`src/rtl/fpu_op_driver.sv`:
```
// Issue-side front end for the FPU: buffers operand/opcode triples in a FIFO, drives each one
// onto the FPU for LATENCY cycles, then captures the result into a valid/ready result port.
module fpu_op_driver #(
  parameter int DEPTH   = 4,
  parameter int LATENCY = 8,
  parameter int CNT_W   = 16
) (
  input  logic             clk,
  input  logic             reset,
  input  logic             in_valid,
  output logic             in_ready,
  input  logic [31:0]      in_a,
  input  logic [31:0]      in_b,
  input  logic [1:0]       in_op,
  output logic [31:0]      fpu_a,
  output logic [31:0]      fpu_b,
  output logic [1:0]       fpu_op,
  input  logic [31:0]      fpu_data_out,
  input  logic [3:0]       fpu_status_out,
  output logic             res_valid,
  input  logic             res_ready,
  output logic [31:0]      res_data,
  output logic [3:0]       res_status,
  output logic             busy,
  output logic [CNT_W-1:0] issued_count
);

  localparam int PTR_W = $clog2(DEPTH);
  localparam int LAT_W = $clog2(LATENCY + 1);

  typedef enum logic [1:0] {IDLE, WAIT, HOLD} state_t;

  typedef struct packed {
    logic [31:0] a;
    logic [31:0] b;
    logic [1:0]  op;
  } triple_t;

  triple_t            mem [DEPTH];
  logic [PTR_W-1:0]   wr_ptr, rd_ptr;
  logic [PTR_W:0]     count;
  logic [LAT_W-1:0]   lat_cnt;
  state_t             state, state_next;
  logic               push, issue, capture;

  // in_ready depends only on the registered count, never on res_ready.
  assign in_ready = (count != (PTR_W + 1)'(DEPTH));
  assign push     = in_valid && in_ready;
  assign busy     = (state != IDLE) || (count != '0);

  // NOTE: every signal written here gets a default first, so no latch is inferred.
  always_comb begin
    state_next = state;
    issue      = 1'b0;
    capture    = 1'b0;
    unique case (state)
      IDLE: if (count != '0) begin
        issue      = 1'b1;
        state_next = WAIT;
      end
      WAIT: if (lat_cnt == LAT_W'(1)) begin
        capture    = 1'b1;
        state_next = HOLD;
      end
      HOLD: if (res_ready) begin
        if (count != '0) begin
          issue      = 1'b1;
          state_next = WAIT;
        end else begin
          state_next = IDLE;
        end
      end
      default: state_next = IDLE;
    endcase
  end

  // NOTE: queue storage has no reset; the pointers and count alone define what is valid.
  always_ff @(posedge clk) begin
    if (push) mem[wr_ptr] <= '{a: in_a, b: in_b, op: in_op};
  end

  // NOTE: sequential state uses non-blocking assignments so every register sees pre-edge values.
  always_ff @(posedge clk) begin
    if (reset) begin
      state        <= IDLE;
      wr_ptr       <= '0;
      rd_ptr       <= '0;
      count        <= '0;
      lat_cnt      <= '0;
      fpu_a        <= '0;
      fpu_b        <= '0;
      fpu_op       <= 2'b00;
      res_valid    <= 1'b0;
      res_data     <= '0;
      res_status   <= '0;
      issued_count <= '0;
    end else begin
      state <= state_next;
      if (push)  wr_ptr <= wr_ptr + 1'b1;
      if (issue) rd_ptr <= rd_ptr + 1'b1;
      unique case ({push, issue})
        2'b10:   count <= count + 1'b1;
        2'b01:   count <= count - 1'b1;
        default: count <= count;
      endcase

      // Operands only move at an issue edge and are otherwise held, even in IDLE.
      if (issue) begin
        fpu_a        <= mem[rd_ptr].a;
        fpu_b        <= mem[rd_ptr].b;
        fpu_op       <= mem[rd_ptr].op;
        lat_cnt      <= LAT_W'(LATENCY);
        issued_count <= issued_count + 1'b1;
      end else if (state == WAIT) begin
        lat_cnt <= lat_cnt - 1'b1;
      end

      if (capture) begin
        res_data   <= fpu_data_out;
        res_status <= fpu_status_out;
        res_valid  <= 1'b1;
      end else if (res_valid && res_ready) begin
        res_valid <= 1'b0;
      end
    end
  end

endmodule

```
`config.mk`:
```
export PLATFORM = sky130hd
export DESIGN_NAME = fpu_op_driver
export DESIGN_NICKNAME = d
export VERILOG_FILES = /design/src/rtl/fpu_op_driver.sv
export SDC_FILE = /design/constraint.sdc
export NUM_CORES = 1
export LEC_CHECK = 0
export CORE_MARGIN = 5
export CORE_UTILIZATION = 35
export CTS_CLUSTER_SIZE = 30
export DETAILED_ROUTE_END_ITERATION = 16
export SETUP_SLACK_MARGIN = 0.4
export SLEW_MARGIN = 10
export SYNTH_ARGS = -nofsm -noshare
export SYNTH_HDL_FRONTEND = slang
export SYNTH_SLANG_ARGS = --single-unit
export TNS_END_PERCENT = 10
```
`constraint.sdc`:
```
create_clock -name clk -period 3.7 [get_ports clk]
set_input_delay 0.74 -clock clk [delete_from_list [all_inputs] [get_ports clk]]
set_output_delay 0.74 -clock clk [all_outputs]
set_load 0.02 [all_outputs]
```
* Word-level counts from Yosys, hierarchy flattened
Memory sizes are Yosys's and may differ from the RTL's. A register that Yosys moved wholly into a read port is not among the register bits.
Index checks and enable logic that the tools add are counted.
** Word-level totals
- Logic and storage cells :: 54
- Output and inout bits :: 121
- Flip-flop bits (word level) :: 66
- Memories kept :: 1
- Bits of input ports :: 106
- Bits in writable memories :: 264
** Memory list
- mem :: words 4, width 66, rd ports 1, clocked after Yosys merged registers in 1, write ports 1, line 39 : triple_t mem [DEPTH];
** Cells by class
- $add $sub $neg :: 6
- Reduce and logical (&&, ||, !) cells :: 11
- Eq/ne operators :: 9
- Muxes and demuxes :: 17
** Operators with widths (count)
- $add 16x1->16 const B :: 1
- $mux 1 :: 9
- $mux 4 :: 2
- $reduce_bool 2->1 :: 4
- $mux 2 :: 3
- $ne 2x2->1 const B :: 3
- $pmux 2 s3 :: 1
- $pmux 3 s2 :: 1
- $add 2x1->2 const B :: 2
- $eq 2x1->1 const B :: 2
- $eq 2x2->1 const B :: 2
- $eq 4x1->1 const B :: 1
- $sub 4x1->4 const B :: 1
- $add 3x1->3 const B :: 1
- $ne 3x3->1 const B :: 1
- $reduce_and 3->1 :: 1
- $reduce_bool 3->1 :: 1
- $sub 3x1->3 const B :: 1
- $logic_and 1x1->1 :: 2
- $logic_not 2->1 :: 1
- $pmux 1 s2 :: 1
- $reduce_or 2->1 :: 1
- $logic_or 1x1->1 :: 1

* Longest topological paths before layout
Gate-level depths: netlist of the first run.
- Word-level depth :: 6
- Mapped depth :: 10

* Least setup slack after synthesis of the first run
OpenSTA, ideal clock, no wires.
- Path kind :: input -> register
- From :: input in_valid
- To :: memory mem[0][0] (netlist name) (enable)
- Stages :: 1
- Data required time :: 3.268 ns
- Data arrival time :: 2.330 ns
- Path slack :: 0.939 ns
- Cells stage by stage :: and3_1
** On the way
- Word-level cells in the longest chain between the ends :: 3
** Ends and longest elaborated chain
- start: declaration :: line 10 : input logic in_valid,
- $logic_and 1x1->1 :: line 48 : assign push = in_valid && in_ready;
- $mux 1 :: line 79 : if (push) mem[wr_ptr] <= '{a: in_a, b: in_b, op: in_op};
- $mux 1 (not written as such) :: line 79
- end: declaration :: line 39
Every way passes these cells.

* Worst setup path in the final report of the first run
- From :: register count[2]
- To :: output busy
** On the way
- Word-level cells in the longest chain between the ends :: 2
** Ends and longest elaborated chain
- start: declaration :: line 41 : logic [PTR_W:0] count;
- start signal: assignment :: line 102 : 2'b10: count <= count + 1'b1;
- start signal: assignment :: line 103 : 2'b01: count <= count - 1'b1;
- start signal: assignment :: line 104 : default: count <= count;
- $reduce_bool 3->1 :: line 49 : assign busy = (state != IDLE) || (count != '0);
- $logic_or 1x1->1 :: line 49
- end: declaration :: line 24 : output logic busy,
Every way passes these cells.

==> flow_metrics.tcl, run 1 <==
set metrics [dict create \
    path_cells "or3_2 > or3_1 > clkdlybuf4s50_1" \
    nets 1309 \
    vdd_drop_max_v 0.0009241 \
    max-slew-margin-rel 0.3358 \
    crit_path_top_delay_cell "clkdlybuf4s50_1" \
    grt_pass1_wl_mm 50.91 \
    pre_cts_slack_ns 0.7100 \
    clock_path_buffers 3 \
    synth_edf_count 264 \
    slew_viol_final 0 \
    core_area_um2 40830 \
    ys_ff_latch 396 \
    timing.fmax_ghz 0.3229 \
    rsz0062_at_grt "false" \
    routed_wl_mm 32.96 \
    seq_area_um2 10580 \
    die_area_um2 45440 \
    max_slew.worst_pin.slew_ns 0.9963 \
    drc 0 \
    finalHoldViolCount 0 \
    critical_path.top_delay_family "simple AND/OR/NAND/NOR gates" \
    avgSynthCellArea_um2 15.00 \
    ys.flop_type "edfxtp_1" \
    fin_cells 1760 \
    dpl.cell_count 1682 \
    syn2layout_area_growth_pct 30.06 \
    drt-vias-per-instance 4.851 \
    worstSkewPairLatency_ns 0.57 \
    die_width_um 213.2 \
    fin_crit_sh 0.8370 \
    min-delay-start "res_data[28]" \
    r2r_cells 9 \
    htree_levels 2 \
    grt_pass1_vias 8937 \
    drt_iter0_drc 443 \
    maxCapViolations 0 \
    cts.sinks 396 \
    total_power_w 0.01375 \
    dr.pass1.iters 4 \
    die_h_um 213.2 \
    worst_slack_ns 0.6031 \
    end_kind "output port" \
    outcome "finished, final reports clean" \
    synth_fp_nets 1078 \
    postSynthCellCount 963 \
    multiInputGateArea_um2 3610 \
    numCtsBuffers 42 \
    yosysUniqueCellTypes 39 \
    ctsResizeCount 0 \
    critical_path_arrival_ns 2.36 \
    grt_usage 0.1449 \
    root_buffer "clkbuf_16" \
    postCtsSetupBuffers 0 \
    reg2reg_from "count[2]" \
    ys_seq_area_frac 0.7317 \
    cp.required_ns 2.96 \
    r2r-end "count[2]" \
    gp_congestion 0.7127 \
    avgRoutedWirePerCell_um 18.73 \
    crit_path_max_incr_delay_ns 0.57 \
    fin_skew_ns 0.02319 \
    whs_endpoint "res_data[28]" \
    num_vias 8537 \
    path_buf_inv 1 \
    startpoint_type "flip-flop" \
    antenna_found_initial 2 \
    io_buffer_count 226 \
    layout_common_cells "edfxtp_1 (264), clkdlybuf4s50_1 (225), nand2_1 (219)" \
    setup_viol 0 \
    cp_max_fo 5 \
    holdPathStages 2 \
    postPlaceCellArea_um2 17360 \
    rows 74 \
    hpwl_mm 19.58 \
    io_pins 227 \
    p_leak_nw 6.091 \
    cts_tree "yes" \
    post-route-min-period_ns 3.097 \
    powerDensity_nw_per_um2 732.0 \
    drive_gt1_frac 0.1328 \
    grt_max_degree 73 \
    ant_nets 0 \
    start_util 0.3538 \
    design_area_um2 18790 \
    crit_type "flip-flop to output port" \
    final_common_cell "edfxtp_1" \
    grt_overflow 0 \
    synth_area_um2 14450 \
    cts.clk_slew.worst_paths_ns 0.06 \
    ctsHoldBuffers 0 \
    hp-class "flip-flop to flip-flop" \
    r2r_setup_slack_ns 1.20 \
    async_flop_share 0 \
    setup-tns-final_ns 0 \
    ys_warn_count 0 \
    n_fill_cell 3638 \
]
## where the power goes
part | internal (W) | switching [W] | total (W) | leakage, nW
Clock | 0.00260 | 0.00170 | 0.00430 | 0.709
Sequential | 0.00542 | 0.000390 | 0.00581 | 3.50
Combinational | 0.00155 | 0.00208 | 0.00363 | 1.88
Total | 0.00958 | 0.00418 | 0.0138 | 6.09
## sequential cells by signal, summed over array words and instances (netlist names)
| register | flops |
|---|---|
| mem | 264 |
| fpu_a | 32 |
| fpu_b | 32 |
| res_data | 32 |
| issued_count | 16 |
| lat_cnt | 4 |
| res_status | 4 |
| count | 3 |
| fpu_op | 2 |
| rd_ptr | 2 |
| state | 2 |
| wr_ptr | 2 |
| res_valid | 1 |
## area by class of cell
cell class / instances / area share
clock buffers: 58 / 0.06293
well taps: 532 / 0.03543
multi-input cells: 499 / 0.1921
flip-flops and latches: 396 / 0.5630
inverters: 12 / 0.002397
repair buffers: 243 / 0.1311
clock inverters: 19 / 0.01299
diodes: 1 / 0.0001332
## cells in the mapped netlist, types with 2 or more instances
| cell | n | share of area |
|---|---|---|
| nor3_1 | 3 | 0.0010 |
| a21oi_1 | 122 | 0.042 |
| buf_1 | 3 | 0.00078 |
| and3_1 | 7 | 0.0030 |
| or3_1 | 9 | 0.0039 |
| xor2_1 | 6 | 0.0036 |
| buf_2 | 16 | 0.0055 |
| dfxtp_1 | 132 | 0.18 |
| o31ai_1 | 5 | 0.0026 |
| nand2_1 | 219 | 0.057 |
| ha_1 | 8 | 0.0069 |
| nand3_1 | 6 | 0.0021 |
| nor2_1 | 12 | 0.0031 |
| nand4_1 | 2 | 0.00087 |
| buf_6 | 2 | 0.0016 |
| or4_1 | 5 | 0.0026 |
| nand2b_1 | 2 | 0.00087 |
| o21ai_0 | 7 | 0.0024 |
| edfxtp_1 | 264 | 0.55 |
| xnor2_1 | 5 | 0.0030 |
| clkbuf_1 | 34 | 0.0088 |
| inv_1 | 11 | 0.0029 |
| mux4_2 | 66 | 0.10 |
| or4_4 | 2 | 0.0016 |
## kinds of logic (layout without fill, tap and decap cells)
| group | after synthesis | after routing | synth area share |
|---|---|---|---|
| flops | 396 | 396 | 0.7317 |
| simple gates | 275 | 275 | 0.08037 |
| compound gates | 138 | 138 | 0.04971 |
| buf+inv | 68 | 332 | 0.02035 |
| mux | 66 | 66 | 0.1029 |
| xor+xnor | 11 | 11 | 0.006669 |
| fa+ha+maj | 9 | 9 | 0.008315 |
| other cells | 0 | 1 | 0 |
## worst max-delay path by stage
| stage | end | depth (start not counted) | startpoint | slack (ns) |
|---|---|---|---|---|
| final | busy | 3 | count[2] | 0.60 |
| after CTS | busy | 3 | count[2] | 0.54 |
| after detailed placement | count[2] | 10 | res_ready | 0.71 |
| after floorplan | mem[0][0] | 1 | in_valid | 0.94 |
| after global routing | busy | 3 | count[0] | 0.53 |
| after global placement | count[2] | 10 | res_ready | 0.74 |
## layer usage
| layer | up-vias | routed length [µm] | track usage |
|---|---|---|---|
| li1 | 4010 | - | - |
| met1 | 4254 | 14030 | 0.1874 |
| met2 | 216 | 15780 | 0.2397 |
| met3 | 53 | 2389 | 0.04026 |
| met4 | 4 | 739 | 0.04518 |
| met5 | - | 20 | 0 |
## worst min-delay path, delay by kind of cell (launching register included)
family           cells  cell delay [ns]
AO/OA/AOI/OAI        1             0.05
flip-flops           1             0.30
AND/OR/NAND/NOR      1             0.05
## stage by stage
| stage | util | hold WS [ns] |
|---|---|---|
| floorplan | - | 0.4692 |
| global route | 0.4601 | 0.4753 |
| global placement | 0.4252 | 0.4415 |
| CTS | 0.4601 | 0.4541 |
| detailed placement | 0.4252 | 0.4458 |
| finish | 0.4602 | 0.4525 |
No activity file was read; power rests on OpenSTA's default activity.
==> inputs of run 2 (changes only) <==
==> constraint.sdc (replaced) <==
create_clock -name clk -period 2.5 [get_ports clk]
set_input_delay 0.5 -clock clk [delete_from_list [all_inputs] [get_ports clk]]
set_output_delay 0.5 -clock clk [all_outputs]
set_load 0.02 [all_outputs]
==> run 2 against run 1 <==
Net effect: critical path depth is the same; sequential power rose by 47%; hold slack got worse by 0.15 ns; total power rose by 46%; clock power is 36% higher; highest routed layer unchanged; via count grew 0.49%; worst setup slack worse by 0.36 ns; global-route usage shrank 0.061 points; non-clock buffer count rose by 14; utilization up 0.23 points; clock skew fell by 0.0051 ns.
==> flow_metrics.tcl, run 2 (synthesis gave the netlist of run 1 again) <==
set metrics [dict create \
    maxCapViolations 0 \
    gp_congestion 0.7340 \
    worstSkewPairLatency_ns 0.55 \
    drt_iter0_drc 608 \
    grt_usage 0.1443 \
    grt_pass1_vias 8827 \
    hold_ws_ns 0.3023 \
    postPlaceCellArea_um2 17530 \
    clock_path_buffers 3 \
    num_antenna_cells 0 \
    pre_cts_slack_ns -0.04664 \
    drive_gt1_frac 0.1425 \
    worst_slack_ns 0.2451 \
    drc 0 \
    routed_wl_mm 32.94 \
    largest_reg_flops 264 \
    rsz0062_at_grt "true" \
    grt_pass1_wl_mm 50.78 \
    die_width_um 213.2 \
    n_fill_cell 3606 \
    cp.required_ns 2.00 \
    io_pins 227 \
    rows 74 \
    outcome "finished, final reports clean" \
    multiInputGateArea_um2 3626 \
    nets 1324 \
    num_vias 8579 \
    timing.fmax_ghz 0.4435 \
    max_slew.worst_pin.slew_ns 0.6863 \
    setup-tns-final_ns 0 \
    slew_viol_final 0 \
    cp_max_fo 5 \
    layout_common_cells "edfxtp_1 (264), clkdlybuf4s50_1 (223), nand2_1 (219)" \
    r2r_setup_slack_ns 0.25 \
    fin_cells 1774 \
    core_area_um2 40830 \
    cts.clk_slew.worst_paths_ns 0.06 \
    hpwl_mm 19.88 \
    powerDensity_nw_per_um2 1064 \
    max-slew-margin-rel 0.5425 \
    die_area_um2 45440 \
    grt_max_degree 69 \
    cts.sinks 396 \
    vdd_drop_max_v 0.0006804 \
    avgRoutedWirePerCell_um 18.57 \
    start_util 0.3538 \
    antenna_found_initial 1 \
    finalHoldViolCount 0 \
    fin_crit_sh 0.9020 \
    dr.pass1.iters 5 \
    htree_levels 2 \
    ctsHoldBuffers 0 \
    syn2layout_area_growth_pct 30.70 \
    p_leak_nw 6.107 \
    dpl.cell_count 1693 \
    io_buffer_count 226 \
    end_kind "output port" \
    hp-class "primary input to flip-flop" \
    design_area_um2 18880 \
    post-route-min-period_ns 2.255 \
    cts_tree "yes" \
    numCtsBuffers 43 \
    crit_type "flip-flop to output port" \
    seq_area_um2 10590 \
    startpoint_type "flip-flop" \
    root_buffer "clkbuf_16" \
    setup_viol 0 \
    die_h_um 213.2 \
    ant_nets 0 \
    r2r_cells 9 \
    top_register "mem" \
    critical_path_arrival_ns 1.75 \
    fin_skew_ns 0.01808 \
    final_common_cell "edfxtp_1" \
    grt_overflow 0 \
    holdPathStages 2 \
    drt-vias-per-instance 4.836 \
]
run 2: cell count changes in the layout (fill, tap and decap cells not counted), sizes merged:
cell           before  now
clkinv             11   12
diode               1    0
clkdlybuf4s50     225  223
clkbuf             58   63
clkinvlp            0    2
bufinv              5    1
inv                15   12
buf                18   34
run 2: power by group:
group / leakage [nW] / switching (W) / internal [W] / total, W
sequential: 3.50 / 0.000506 / 0.00804 / 0.00854
clock: 0.626 / 0.00245 / 0.00340 / 0.00586
combinational: 1.98 / 0.00320 / 0.00249 / 0.00570
run 2: cell type report:
type                            instances  area share
Clock buffer                           63     0.06308
Inverter                               12    0.002452
Timing Repair Buffer                  257      0.1409
Multi-Input combinational cell        499      0.1920
Sequential cell                       396      0.5607
Clock inverter                         15    0.005566
Tap cell                              532     0.03525
run 2: final timing paths:
path	start	endpoint
worst max register to register	count[0]	count[2]
worst min-delay path	reset	rd_ptr[1]
worst min register to register	res_status[3]	res_status[3]
worst max-delay path	count[2]	busy
run 2: worst max-delay path, cell delays in order (launching register included):
cell and delay (ns):
dfxtp_4 0.35, or3_4 0.39, or3_4 0.34, buf_6 0.14
run 2: metal layers:
| layer | vias to the layer above | routed length [µm] | track usage |
|---|---|---|---|
| li1 | 4039 | - | - |
| met1 | 4266 | 14550 | 0.1949 |
| met2 | 222 | 15520 | 0.2355 |
| met3 | 50 | 2234 | 0.03438 |
| met4 | 2 | 611 | 0.04079 |
| met5 | - | 11 | 0 |
run 2: metrics by stage:
step / total power, W / util
detailed placement: 0.01443 / 0.4294
floorplan: 0.01189 / -
global route: 0.02123 / 0.4624
global placement: 0.01436 / 0.4294
CTS: 0.02044 / 0.4617
finish: 0.02010 / 0.4624
run 2: timing repair:
action,4_1_cts,5_1_grt
endpoints found under the hold margin,0,0
pin swaps,1,1
setup buffers,1,2
resized for setup,17,7
setup endpoints to repair,86,29
==> inputs of run 3 (changes only) <==
==> constraint.sdc (replaced) <==
create_clock -name clk -period 2.5 [get_ports clk]
set_input_delay 0.5 -clock clk [delete_from_list [all_inputs] [get_ports clk]]
set_output_delay 0.5 -clock clk [all_outputs]
set_load 0.1 [all_outputs]
==> run 3 against run 2 <==
Net effect: global-route usage is essentially flat; total power is 17% higher; sequential power hardly changed; critical endpoint unchanged; wire length grew 1.5%; utilization is 0.095 points lower; critical path depth is the same; flip-flop and latch count unchanged; die area unchanged; non-clock buffer count up 12; hold slack improved by 0.038 ns; sequential share of layout area is 0.14 points higher; cell count is 0.73% higher.
==> flow_metrics.tcl, run 3 (synthesis gave the netlist of run 1 again) <==
set metrics [dict create \
    io_pins 227 \
    max-slew-margin-rel 0.6877 \
    nets 1336 \
    slew_viol_final 0 \
    core_area_um2 40830 \
    ctsHoldBuffers 0 \
    die_width_um 213.2 \
    vdd_drop_max_v 0.0007938 \
    post-route-min-period_ns 2.328 \
    ant_nets 0 \
    final_common_cell "edfxtp_1" \
    grt_pass1_vias 8749 \
    cts_tree "yes" \
    grt_usage 0.1446 \
    htree_levels 2 \
    root_buffer "clkbuf_16" \
    grt_use_met2 0.2387 \
    antenna_found_initial 3 \
    io_buffer_count 226 \
    setup-tns-final_ns 0 \
    cp_max_fo 5 \
    powerDensity_nw_per_um2 1245 \
    critical_path_arrival_ns 1.83 \
    seq_area_um2 10590 \
    worstSkewPairLatency_ns 0.56 \
    numCtsBuffers 43 \
    design_area_um2 18840 \
    pre_cts_slack_ns -0.006641 \
    grt_pass1_wl_mm 50.60 \
    num_vias 8617 \
    syn2layout_area_growth_pct 30.43 \
    crit_type "flip-flop to output port" \
    dr.pass1.iters 4 \
    routed_wl_mm 33.43 \
    end_kind "output port" \
    grt_use_met1 0.1855 \
    outcome "finished, final reports clean" \
    grt_max_degree 57 \
    num_antenna_cells 0 \
    n_fill_cell 3613 \
    avgRoutedWirePerCell_um 18.71 \
    hpwl_mm 20.55 \
    use_met3 0.05084 \
    drt_iter0_drc 527 \
    setup_viol 0 \
    die_h_um 213.2 \
    clock_path_buffers 3 \
    die_area_um2 45440 \
    top_register "mem" \
    largest_reg_flops 264 \
    fin_crit_sh 0.9313 \
    cts.clk_slew.worst_paths_ns 0.06 \
    grt_overflow 0 \
    startpoint_type "flip-flop" \
    fin_util 0.4615 \
    multiInputGateArea_um2 3638 \
    worst_slack_ns 0.1717 \
    rsz0062_at_grt "true" \
    finalHoldViolCount 0 \
    p_leak_nw 6.480 \
    drc 0 \
    cp.required_ns 2.00 \
    timing.fmax_ghz 0.4295 \
    cts.sinks 396 \
    hp-class "primary input to flip-flop" \
    dpl.cell_count 1707 \
    layout_common_cells "edfxtp_1 (264), nand2_1 (219), buf_4 (150)" \
    start_util 0.3538 \
    postPlaceCellArea_um2 17390 \
    drt-vias-per-instance 4.822 \
    drive_gt1_frac 0.2614 \
    gp_congestion 0.7439 \
    rows 74 \
    maxCapViolations 0 \
    fin_cells 1787 \
    max_slew.worst_pin.slew_ns 0.4685 \
    top_usage_layer "met2" \
    fin_skew_ns 0.02206 \
]
==> run 3: final timing paths <==
path / slack [ns] / endpoint / startpoint / cells after the start
worst max-delay path: 0.17 / busy / count[0] / 3
worst min-delay path: 0.34 / fpu_op[1] / reset / 2
worst max register to register: 0.29 / count[2] / count[2] / 9
worst min register to register: 0.45 / res_data[8] / res_data[8] / 2
==> run 3: repair_timing <==
| item | CTS | global route |
|---|---|---|
| setup endpoints to repair | 3 | 4 |
| setup buffers | 1 | 0 |
| pin swaps | 1 | 0 |
| resized for setup | 3 | 0 |
==> run 3: final cells by class <==
class / instances / share of cell area
Multi-Input combinational cell: 499 / 0.1931
Sequential cell: 396 / 0.5620
Timing Repair Buffer: 269 / 0.1309
Clock buffer: 56 / 0.06235
Clock inverter: 23 / 0.01368
Tap cell: 532 / 0.03533
Inverter: 12 / 0.002590
==> run 3: report_power, final <==
part | total, W | leakage, nW | switching [W] | internal (W)
sequential | 0.00855 | 3.50 | 0.000518 | 0.00803
combinational | 0.00857 | 2.28 | 0.00614 | 0.00243
clock | 0.00635 | 0.695 | 0.00259 | 0.00376
==> run 3: critical path, stage by stage, from the launching register on <==
cell and delay, ns:
dfxtp_2 0.34, or3_4 0.39, or3_4 0.37, buf_12 0.18
==> run 3: through the flow <==
step	power (W)	hold WS, ns
floorplan	0.01485	0.4692
global placement	0.01725	0.4430
detailed placement	0.01734	0.4479
CTS	0.02384	0.2975
global route	0.02464	0.3259
finish	0.02347	0.3408
==> run 3: metal layers <==
metal,part of all wire,vias to the layer above
met4,0.017,6
met3,0.084,48
met2,0.47,237
li1,-,4068
met1,0.42,4258
met5,0.0012,-
==> RTL edit (flow settings as in run 3) <==
Set the parameter `DEPTH` to 8 (it was 4).
--- a/src/rtl/fpu_op_driver.sv
+++ b/src/rtl/fpu_op_driver.sv
@@ -1,7 +1,7 @@
 // Issue-side front end for the FPU: buffers operand/opcode triples in a FIFO, drives each one
 // onto the FPU for LATENCY cycles, then captures the result into a valid/ready result port.
 module fpu_op_driver #(
-  parameter int DEPTH   = 4,
+  parameter int DEPTH   = 8,
   parameter int LATENCY = 8,
   parameter int CNT_W   = 16
 ) (
Formal check against the unedited RTL: not equivalent (a bounded check fails within 10 cycles, from zero or initial values and one cycle with reset high).
==> RTL edit against run 3 <==
The flow now finishes with violations (negative setup slack); wire length is 73% higher; setup slack worse by 0.31 ns; non-clock buffer count is 15 higher; total power is 52% higher; via count is 53% higher; clock power is 73% higher; area after synthesis is 71% higher; sequential cell count is 267 higher; cell area is 64% higher; global-route usage is 0.49 points higher.
==> RTL edit: results (changes against run 3) <==
status: "complete, but fails checks"
violations: "negative setup slack"
grtUsageMet3: 0.0396  # -0.0113
vias_per_cell: 5.02  # +4.1%
cts_htree_levels: 3  # +1
synth_common_cells: "edfxtp_1, dfxtp_1, mux4_2"
wl_met3_um: 3670  # +30%
fin_ws_ns: -0.136  # -0.308 ns
power_leakage_nw: 10.1  # +55%
cp.arrival_ns: 2.14  # +0.31 ns
ys_seq_area_frac: 0.752  # +0.0201
hold_slack_ns: 0.412  # +0.0711 ns
crit_slowest_cell: "or4_4"
setup_viol: 1  # +1
slew_headroom: 0.568  # -0.120
r2r-start: "count[0]$_SDFFE_PP0P_"
ff2ff_setup_slack_ns: 0.07  # -0.22 ns
buf_share: 0.0902  # -0.0408
nNonClkBuffers: 284  # +5.6%
nWellTaps: 940  # +77%
largest_register_ffs: 528  # +100%
wl_met1_um: 25300  # +79%
grt_use_total: 0.149  # +0.00489
vias: 13200  # +53%
antenna_found_initial: 10  # +7
dr.pass1.iters: 5  # +1
rr_worst_depth: 11  # +2
seqCellArea_mm2: 0.0186  # +75%
drtIter0Drc: 907  # +72%
synth_area_leaders: "edfxtp_1, mux4_2, dfxtp_1"
==> RTL edit: changes by cell type in the layout (fill, tap and decap cells not counted), sizes merged, moves of 15 or more <==
cell	delta
nand2	-133
buf	+15
a21oi	-65
edfxtp	+264
nor2	+71
o22ai	+66
mux4	+66
clkbuf	+47
nor3	+69
==> RTL edit: cell families (layout without fill, tap and decap cells) <==
group	Yosys count	count (layout)	share of synthesized area
adders and majority gates	8	8	0.00406
muxes	134	134	0.121
other	0	6	0
xor gates and xnor gates	13	13	0.00461
AOI/OAI and AO/OA	142	142	0.0331
DFF	663	663	0.752
and+or+nand+nor	292	292	0.0652
buffers and inverters	89	425	0.0200
==> RTL edit: what timing repair did <==
action,CTS,global route
pin swaps,5,9
gates resized for setup,15,18
setup buffers,2,3
endpoints found under the setup margin,18,88
==> RTL edit: report_power, final <==
| group | internal [W] | switching, W |
|---|---|---|
| combinational | 0.00375 | 0.00735 |
| sequential | 0.0130 | 0.000542 |
| clock | 0.00678 | 0.00420 |
| total | 0.0236 | 0.0121 |
